File: src/rtl/ultraembedded_tcm_axi_initiator_pkg.sv
// ---------------------------------------------------------------------------
// ultraembedded_tcm_axi_initiator_pkg
//   Shared definitions for the TCM-to-AXI4 single-outstanding initiator:
//   - state_e        : FSM state encoding
//   - AXI_RESP_*     : AXI4 BRESP/RRESP codes
//   - resp_is_err()  : maps an AXI response code onto the core error flag
// ---------------------------------------------------------------------------
package ultraembedded_tcm_axi_initiator_pkg;

  typedef enum logic [2:0] {
    ST_IDLE   = 3'd0,
    ST_WR     = 3'd1,
    ST_WAIT_B = 3'd2,
    ST_AR     = 3'd3,
    ST_WAIT_R = 3'd4
  } state_e;

  localparam logic [1:0] AXI_RESP_OKAY   = 2'b00;
  localparam logic [1:0] AXI_RESP_EXOKAY = 2'b01;
  localparam logic [1:0] AXI_RESP_SLVERR = 2'b10;
  localparam logic [1:0] AXI_RESP_DECERR = 2'b11;

  // Both error codes have bit 1 set; OKAY/EXOKAY are successes.
  function automatic logic resp_is_err(input logic [1:0] resp);
    return (resp == AXI_RESP_SLVERR) || (resp == AXI_RESP_DECERR);
  endfunction

endpackage

File: src/rtl/ultraembedded_tcm_axi_initiator.sv
// ---------------------------------------------------------------------------
// ultraembedded_tcm_axi_initiator
//   Converts a simple core request/response port into single-beat AXI4
//   transactions, one outstanding at a time.
//
// Ports
//   clk_i, rst_i                 clock, synchronous active-high reset
//   req_valid_i/req_ready_o      core request handshake (ready only in IDLE)
//   req_wr_i, req_addr_i,        request direction, byte address,
//   req_wdata_i, req_strb_i      write data and byte enables
//   resp_valid_o                 one-cycle completion pulse
//   resp_rdata_o, resp_err_o     read data (0 for writes), error flag
//   axi_aw*/axi_w*/axi_b*        AXI4 write address/data/response channels
//   axi_ar*/axi_r*               AXI4 read address/data channels
// ---------------------------------------------------------------------------
module ultraembedded_tcm_axi_initiator
  import ultraembedded_tcm_axi_initiator_pkg::*;
(
  input  logic        clk_i,
  input  logic        rst_i,

  input  logic        req_valid_i,
  input  logic        req_wr_i,
  input  logic [31:0] req_addr_i,
  input  logic [31:0] req_wdata_i,
  input  logic [3:0]  req_strb_i,
  output logic        req_ready_o,

  output logic        resp_valid_o,
  output logic [31:0] resp_rdata_o,
  output logic        resp_err_o,

  output logic        axi_awvalid_o,
  output logic [31:0] axi_awaddr_o,
  input  logic        axi_awready_i,

  output logic        axi_wvalid_o,
  output logic [31:0] axi_wdata_o,
  output logic [3:0]  axi_wstrb_o,
  input  logic        axi_wready_i,

  input  logic        axi_bvalid_i,
  input  logic [1:0]  axi_bresp_i,
  output logic        axi_bready_o,

  output logic        axi_arvalid_o,
  output logic [31:0] axi_araddr_o,
  input  logic        axi_arready_i,

  input  logic        axi_rvalid_i,
  input  logic [31:0] axi_rdata_i,
  input  logic [1:0]  axi_rresp_i,
  output logic        axi_rready_o
);

  state_e      state_reg, state_next;

  logic        awvalid_reg, awvalid_next;
  logic        wvalid_reg, wvalid_next;
  logic        arvalid_reg, arvalid_next;

  logic        resp_valid_reg, resp_valid_next;
  logic [31:0] resp_rdata_reg, resp_rdata_next;
  logic        resp_err_reg, resp_err_next;

  logic [31:0] addr_reg;
  logic [31:0] wdata_reg;
  logic [3:0]  strb_reg;

  logic        req_accept;

  assign req_accept = (state_reg == ST_IDLE) && req_valid_i;

  // -------------------------------------------------------------------------
  // State register
  // -------------------------------------------------------------------------
  always_ff @(posedge clk_i) begin
    if (rst_i) begin
      state_reg <= ST_IDLE;
    end else begin
      state_reg <= state_next;
    end
  end

  // -------------------------------------------------------------------------
  // Next-state and registered-output logic
  // -------------------------------------------------------------------------
  always_comb begin
    state_next      = state_reg;
    awvalid_next    = awvalid_reg;
    wvalid_next     = wvalid_reg;
    arvalid_next    = arvalid_reg;
    resp_valid_next = 1'b0;
    resp_rdata_next = resp_rdata_reg;
    resp_err_next   = resp_err_reg;

    case (state_reg)
      ST_IDLE: begin
        if (req_valid_i) begin
          if (req_wr_i) begin
            state_next   = ST_WR;
            awvalid_next = 1'b1;
            wvalid_next  = 1'b1;
          end else begin
            state_next   = ST_AR;
            arvalid_next = 1'b1;
          end
        end
      end

      ST_WR: begin
        // AW and W complete independently; leave once both are done,
        // which may happen in the same cycle.
        if (awvalid_reg && axi_awready_i) awvalid_next = 1'b0;
        if (wvalid_reg && axi_wready_i)   wvalid_next  = 1'b0;
        if (!awvalid_next && !wvalid_next) state_next = ST_WAIT_B;
      end

      ST_WAIT_B: begin
        if (axi_bvalid_i) begin
          state_next      = ST_IDLE;
          resp_valid_next = 1'b1;
          resp_rdata_next = 32'h0;
          resp_err_next   = resp_is_err(axi_bresp_i);
        end
      end

      ST_AR: begin
        if (axi_arready_i) begin
          arvalid_next = 1'b0;
          state_next   = ST_WAIT_R;
        end
      end

      ST_WAIT_R: begin
        if (axi_rvalid_i) begin
          state_next      = ST_IDLE;
          resp_valid_next = 1'b1;
          resp_rdata_next = axi_rdata_i;
          resp_err_next   = resp_is_err(axi_rresp_i);
        end
      end

      default: begin
        state_next   = ST_IDLE;
        awvalid_next = 1'b0;
        wvalid_next  = 1'b0;
        arvalid_next = 1'b0;
      end
    endcase
  end

  // -------------------------------------------------------------------------
  // Output and payload registers
  // -------------------------------------------------------------------------
  always_ff @(posedge clk_i) begin
    if (rst_i) begin
      awvalid_reg    <= 1'b0;
      wvalid_reg     <= 1'b0;
      arvalid_reg    <= 1'b0;
      resp_valid_reg <= 1'b0;
      resp_rdata_reg <= 32'h0;
      resp_err_reg   <= 1'b0;
      addr_reg       <= 32'h0;
      wdata_reg      <= 32'h0;
      strb_reg       <= 4'h0;
    end else begin
      awvalid_reg    <= awvalid_next;
      wvalid_reg     <= wvalid_next;
      arvalid_reg    <= arvalid_next;
      resp_valid_reg <= resp_valid_next;
      resp_rdata_reg <= resp_rdata_next;
      resp_err_reg   <= resp_err_next;
      if (req_accept) begin
        // AXI side is word-addressed; byte lanes are selected by strobes.
        addr_reg  <= req_addr_i & 32'hFFFF_FFFC;
        wdata_reg <= req_wdata_i;
        strb_reg  <= req_strb_i;
      end
    end
  end

  assign req_ready_o   = (state_reg == ST_IDLE);

  assign resp_valid_o  = resp_valid_reg;
  assign resp_rdata_o  = resp_rdata_reg;
  assign resp_err_o    = resp_err_reg;

  assign axi_awvalid_o = awvalid_reg;
  assign axi_awaddr_o  = addr_reg;
  assign axi_wvalid_o  = wvalid_reg;
  assign axi_wdata_o   = wdata_reg;
  assign axi_wstrb_o   = strb_reg;
  assign axi_bready_o  = (state_reg == ST_WAIT_B);

  assign axi_arvalid_o = arvalid_reg;
  assign axi_araddr_o  = addr_reg;
  assign axi_rready_o  = (state_reg == ST_WAIT_R);

endmodule
File: config.mk
export PLATFORM = sky130hd
export DESIGN_NAME = ultraembedded_tcm_axi_initiator
export DESIGN_NICKNAME = d
export VERILOG_FILES = /design/src/rtl/ultraembedded_tcm_axi_initiator_pkg.sv /design/src/rtl/ultraembedded_tcm_axi_initiator.sv
export SDC_FILE = /design/constraint.sdc
export NUM_CORES = 1
export LEC_CHECK = 0
export CORE_MARGIN = 5
export CORE_UTILIZATION = 41
export DETAILED_ROUTE_END_ITERATION = 6
export PLACE_DENSITY_LB_ADDON = 0.3
export SYNTH_ARGS = -nofsm -noshare
export SYNTH_HDL_FRONTEND = slang
export SYNTH_SLANG_ARGS = --single-unit
export TNS_END_PERCENT = 10
File: constraint.sdc
create_clock -name clk_i -period 3.8 [get_ports clk_i]
set_input_delay 0.76 -clock clk_i [delete_from_list [all_inputs] [get_ports clk_i]]
set_output_delay 0.76 -clock clk_i [all_outputs]
set_load 0.05 [all_outputs]
# Word-level counts from Yosys, hierarchy flattened
# Index checks and enable logic that the tools add are counted.
[op_classes]
reduce_logical = 16
eq_ne = 15
n_mux = 28
n_bitwise = 2
[op_table]
columns = ["cell", "count"]
rows = [
  ["$mux 32", 2],
  ["$pmux 32 s2", 1],
  ["$mux 3", 5],
  ["$pmux 3 s5", 1],
  ["$ne 2x2->1 const B", 7],
  ["$mux 1", 13],
  ["$pmux 1 s3", 3],
  ["$eq 2x2->1 const B", 4],
  ["$eq 3x2->1 const B", 2],
  ["$reduce_and 3->1", 2],
  ["$reduce_or 3->1", 2],
  ["$reduce_and 5->1", 1],
  ["$logic_and 1x1->1", 4],
  ["$pmux 1 s2", 2],
  ["$reduce_and 4->1", 1],
  ["$eq 3x1->1 const B", 1],
  ["$eq 3x3->1 const B", 1],
  ["$logic_not 3->1", 1],
  ["$logic_not 1->1", 2],
  ["$logic_or 1x1->1", 2],
  ["$mux 2", 1],
  ["$not 1->1", 2],
  ["$reduce_bool 2->1", 1],
]
[word_totals]
output_inout_bits = 140
wordCells = 71
ff_bits = 106

# Longest topological paths before layout
[depth]
word_depth = 7
depth_mapped = 8
depth_no_buf = 4

# Least setup slack after synthesis
# No wires, ideal clock.
[synth_timing]
kind = "register to output"
start = "register state_reg[0]"
end = "output port axi_rready_o"
t_required_ps = 3040
path_slack_ps = 1327
stages_incl_launch_ff = 4
t_arrival_ps = 1713
path_cell_list = "dfxtp_1 -> buf_2 -> buf_2 -> nor3_1"
[synth_between]
elab_chain_len = 1
[synth_rtl]
columns = ["item", "line", "text"]
rows = [
  ["from (decl)", "ultraembedded_tcm_axi_initiator.sv:56", "state_e state_reg, state_next;"],
  ["from (signal assigned)", "ultraembedded_tcm_axi_initiator.sv:81", "state_reg <= state_next;"],
  ["$eq 3x3->1", "ultraembedded_tcm_axi_initiator.sv:198", "assign axi_rready_o = (state_reg == ST_WAIT_R);"],
  ["to (decl)", "ultraembedded_tcm_axi_initiator.sv:53", "output logic axi_rready_o"],
]
# Every way passes these cells.

# Final worst setup path
[layout_timing]
start = "register state_reg[2]"
end = "output port axi_bready_o"
[layout_between]
elab_chain_len = 1
[layout_rtl]
columns = ["item", "line", "text"]
rows = [
  ["$eq 3x2->1", "ultraembedded_tcm_axi_initiator.sv:194", "assign axi_bready_o = (state_reg == ST_WAIT_B);"],
  ["to (decl)", "ultraembedded_tcm_axi_initiator.sv:44", "output logic axi_bready_o,"],
]
# Every way passes these cells.

==> summary.txt <==
Timing
  • Min Tclk post-route: 3080 ps
  • Worst Tran Pin Value: 1220 ps
  • Fin crit share: 0.812
  • Fmax: 324 MHz
  • Final setup margin: 715 ps
  • Final Max Slew Viols: 0
  • RSZ-0062 raised after global routing: false
  • Hold Vio Cnt, Final: 0
  • Setup TNS: 0 ps
  • Relative slew slack: 0.183
  • Final setup fails: 0
  • Setup Skew: 14.8 ps

Detailed routing
  • DR vias/cell: 4.91
  • DRC: 0
  • Post-route ant nets: 0
  • WL/cell: 15.2 um
  • Routed WL: 13,100 um
  • Vias post-DR: 4,211
  • Iter 0 DRT Violations: 285
  • DR pass1 iterations: 5

Layout
  • Fill cell count: 869
  • Antenna cells: 0
  • Final layout net count: 830
  • Most frequent cells in the layout: clkdlybuf4s50_1, nand2_1, a21oi_1
  • Design area: 6630 sq um
  • Layout overhead on the synthesized area: 56.4%
  • Share of cells above drive strength 1: 0.0443
  • Most common cell after layout, fill and taps aside: clkdlybuf4s50_1

Floorplanning
  • Io pins: 253
  • Rows: 37
  • Die ar.: 12,500 sq um
  • Core ar.: 10,200 sq um
  • Initial core utilization: 0.416
  • Die Wd: 112 um
  • Die H: 112 um

Clocking
  • Total CTS buffers: 9
  • Clk sinks: 106
  • Max clock buf depth: 2
  • Resize count post-CTS: 0
  • CTS tree: yes
  • Later-pin clock latency in the skew report: 360 ps
  • Post-CTS Setup Inserts: 0
  • Reg clk slew, reported paths: 100 ps
  • Hold_buf cts: 0
  • H-Tree Depth: 3
  • Clock root cell: clkbuf_8

Logic synthesis
  • Mapped Area: 4240 sq um
  • Seq/Total Area, Yosys: 0.500
  • Synthesized instance count: 530
  • Post-synthesis simple-gate area fraction: 0.232
  • YS warnings: 0
  • Post-synthesis cell type count: 30
  • Synth area leader: dfxtp_1
  • Post-synthesis xor/xnor area fraction: 0
  • Area fraction of the dominant cell type after synthesis: 0.500
  • Compound-cell area share of the yosys netlist: 0.145
  • Ranking of synthesized cells by area: dfxtp_1, nand2_1, a21oi_1
  • Largest family of logic cells by synthesized area: simple AND/OR/NAND/NOR gates
  • Synth Area in Adders: 0
  • Yosys reg bits: 106
  • Mux share of post-synthesis cell area: 0.00265
  • Avg Inst Size Synth: 8.00 sq um

Placed design
  • RePlAce Congestion: 0.792
  • # port buffers: 244
  • Worst slack after detailed placement: 1090 ps
  • Detailed placement HPWL: 9660 um
  • Area after DPL: 6420 sq um

Critical path
  • Worst endpoint required time: 3040 ps
  • Critical path launch point type: flip-flop
  • Crit path arrival time: 2320 ps
  • Worst Setup End Kind: primary output
  • Crit path kind: flip-flop to primary output
  • CP max FO: 24
  • FF-to-FF setup slack: 1430 ps
  • Reg-to-reg critical path endpoint: axi_araddr_o[19]
  • FF-to-FF path depth: 4
  • Worst r2r src: state_reg[2]

Global routing
  • Vias in the first global route: 3,946
  • Total GRT Usage: 0.198
  • Remaining Overflow, GRT: 0
  • Initial antenna violation count: 0
  • Largest net degree at the start of global routing: 107
  • First-pass GRT wire length: 20,400 um

Min path
  • WHS Path Cells: 2
  • Hold EP: axi_wdata_o[24]
  • HP Class: flip-flop to flip-flop
  • Hold path startpoint: axi_wdata_o[24]

Pwr
  • Power per standard cell area: 486 nW/um^2
  • Leakage: 2.31 nW
  • Pwr Total: 3.23 mW
  • Maximum VDD drop: 0.209 mV

Run status
  • Outcome: finished clean

Job
  • Max_cap viols: 0
==> power by group <==
part           total (mW)  leakage, nW  switching [mW]  internal (mW)
Combinational        1.22         1.34           0.806          0.410
Clock               0.728        0.109           0.395          0.333
Sequential           1.28        0.864          0.0760           1.21
==> cells by family after synthesis <==
group | Yosys count
buffers and inverters | 81
flip-flops | 106
AND/OR/NAND/NOR | 226
other | 1
AO/OA/AOI/OAI | 115
multiplexers | 1
==> layout make-up <==
class | instances | area (sq um) | share of cell area
sequential | 106 | 2120 | 0.320
tap | 136 | 170 | 0.0257
multi-input combinational | 346 | 1630 | 0.246
clock buffer | 10 | 138 | 0.0208
clock inverter | 6 | 72.6 | 0.0109
timing repair buffer | 251 | 2490 | 0.375
inverter | 3 | 11.3 | 0.00170
==> synth_stat cells, drive strengths merged <==
| library cell | instances |
|---|---|
| a2111oi | 2 |
| a21oi | 107 |
| a221oi | 1 |
| a31oi | 1 |
| a32oi | 1 |
| and2 | 2 |
| buf | 60 |
| clkbuf | 18 |
| conb | 1 |
| dfxtp | 106 |
| inv | 3 |
| mux2 | 1 |
| nand2 | 166 |
| nand2b | 7 |
| nand3 | 1 |
| nand4 | 32 |
| nor2 | 8 |
| nor2b | 2 |
| nor3 | 5 |
| nor4 | 1 |
| o21ai | 1 |
| o22ai | 1 |
| o32a | 1 |
| or3b | 1 |
| or4 | 1 |
==> critical path, stage by stage (launching register included) <==
cell	delay (ps)
dfxtp_1	870
nand2b_1	290
nor2_1	70
clkdlybuf4s50_1	740
==> worst max-delay path by stage <==
stage,endpoint,cells past startpoint,slack [ps],start
after floorplan,axi_rready_o,3,1330,state_reg[0]
after global placement,axi_bready_o,3,1130,state_reg[2]
after detailed placement,axi_bready_o,3,1090,state_reg[2]
after CTS,axi_bready_o,3,670,state_reg[2]
after global routing,axi_rready_o,3,520,state_reg[2]
final,axi_bready_o,3,720,state_reg[2]
==> through the flow <==
stage,util,std cells,hold WS [ps]
global route,0.651,858,481
detailed placement,0.631,842,444
global placement,0.631,842,437
finish,0.651,858,457
floorplan,-,533,642
CTS,0.651,858,457
==> metal layers <==
layer,vias up,share of wire,global-route usage
met2,186,0.50,0.349
li1,2101,-,-
met1,1910,0.39,0.220
met5,-,0,0
met3,14,0.10,0.0772
met4,0,0.015,0.0616
Power figures use the tool's default switching activity.
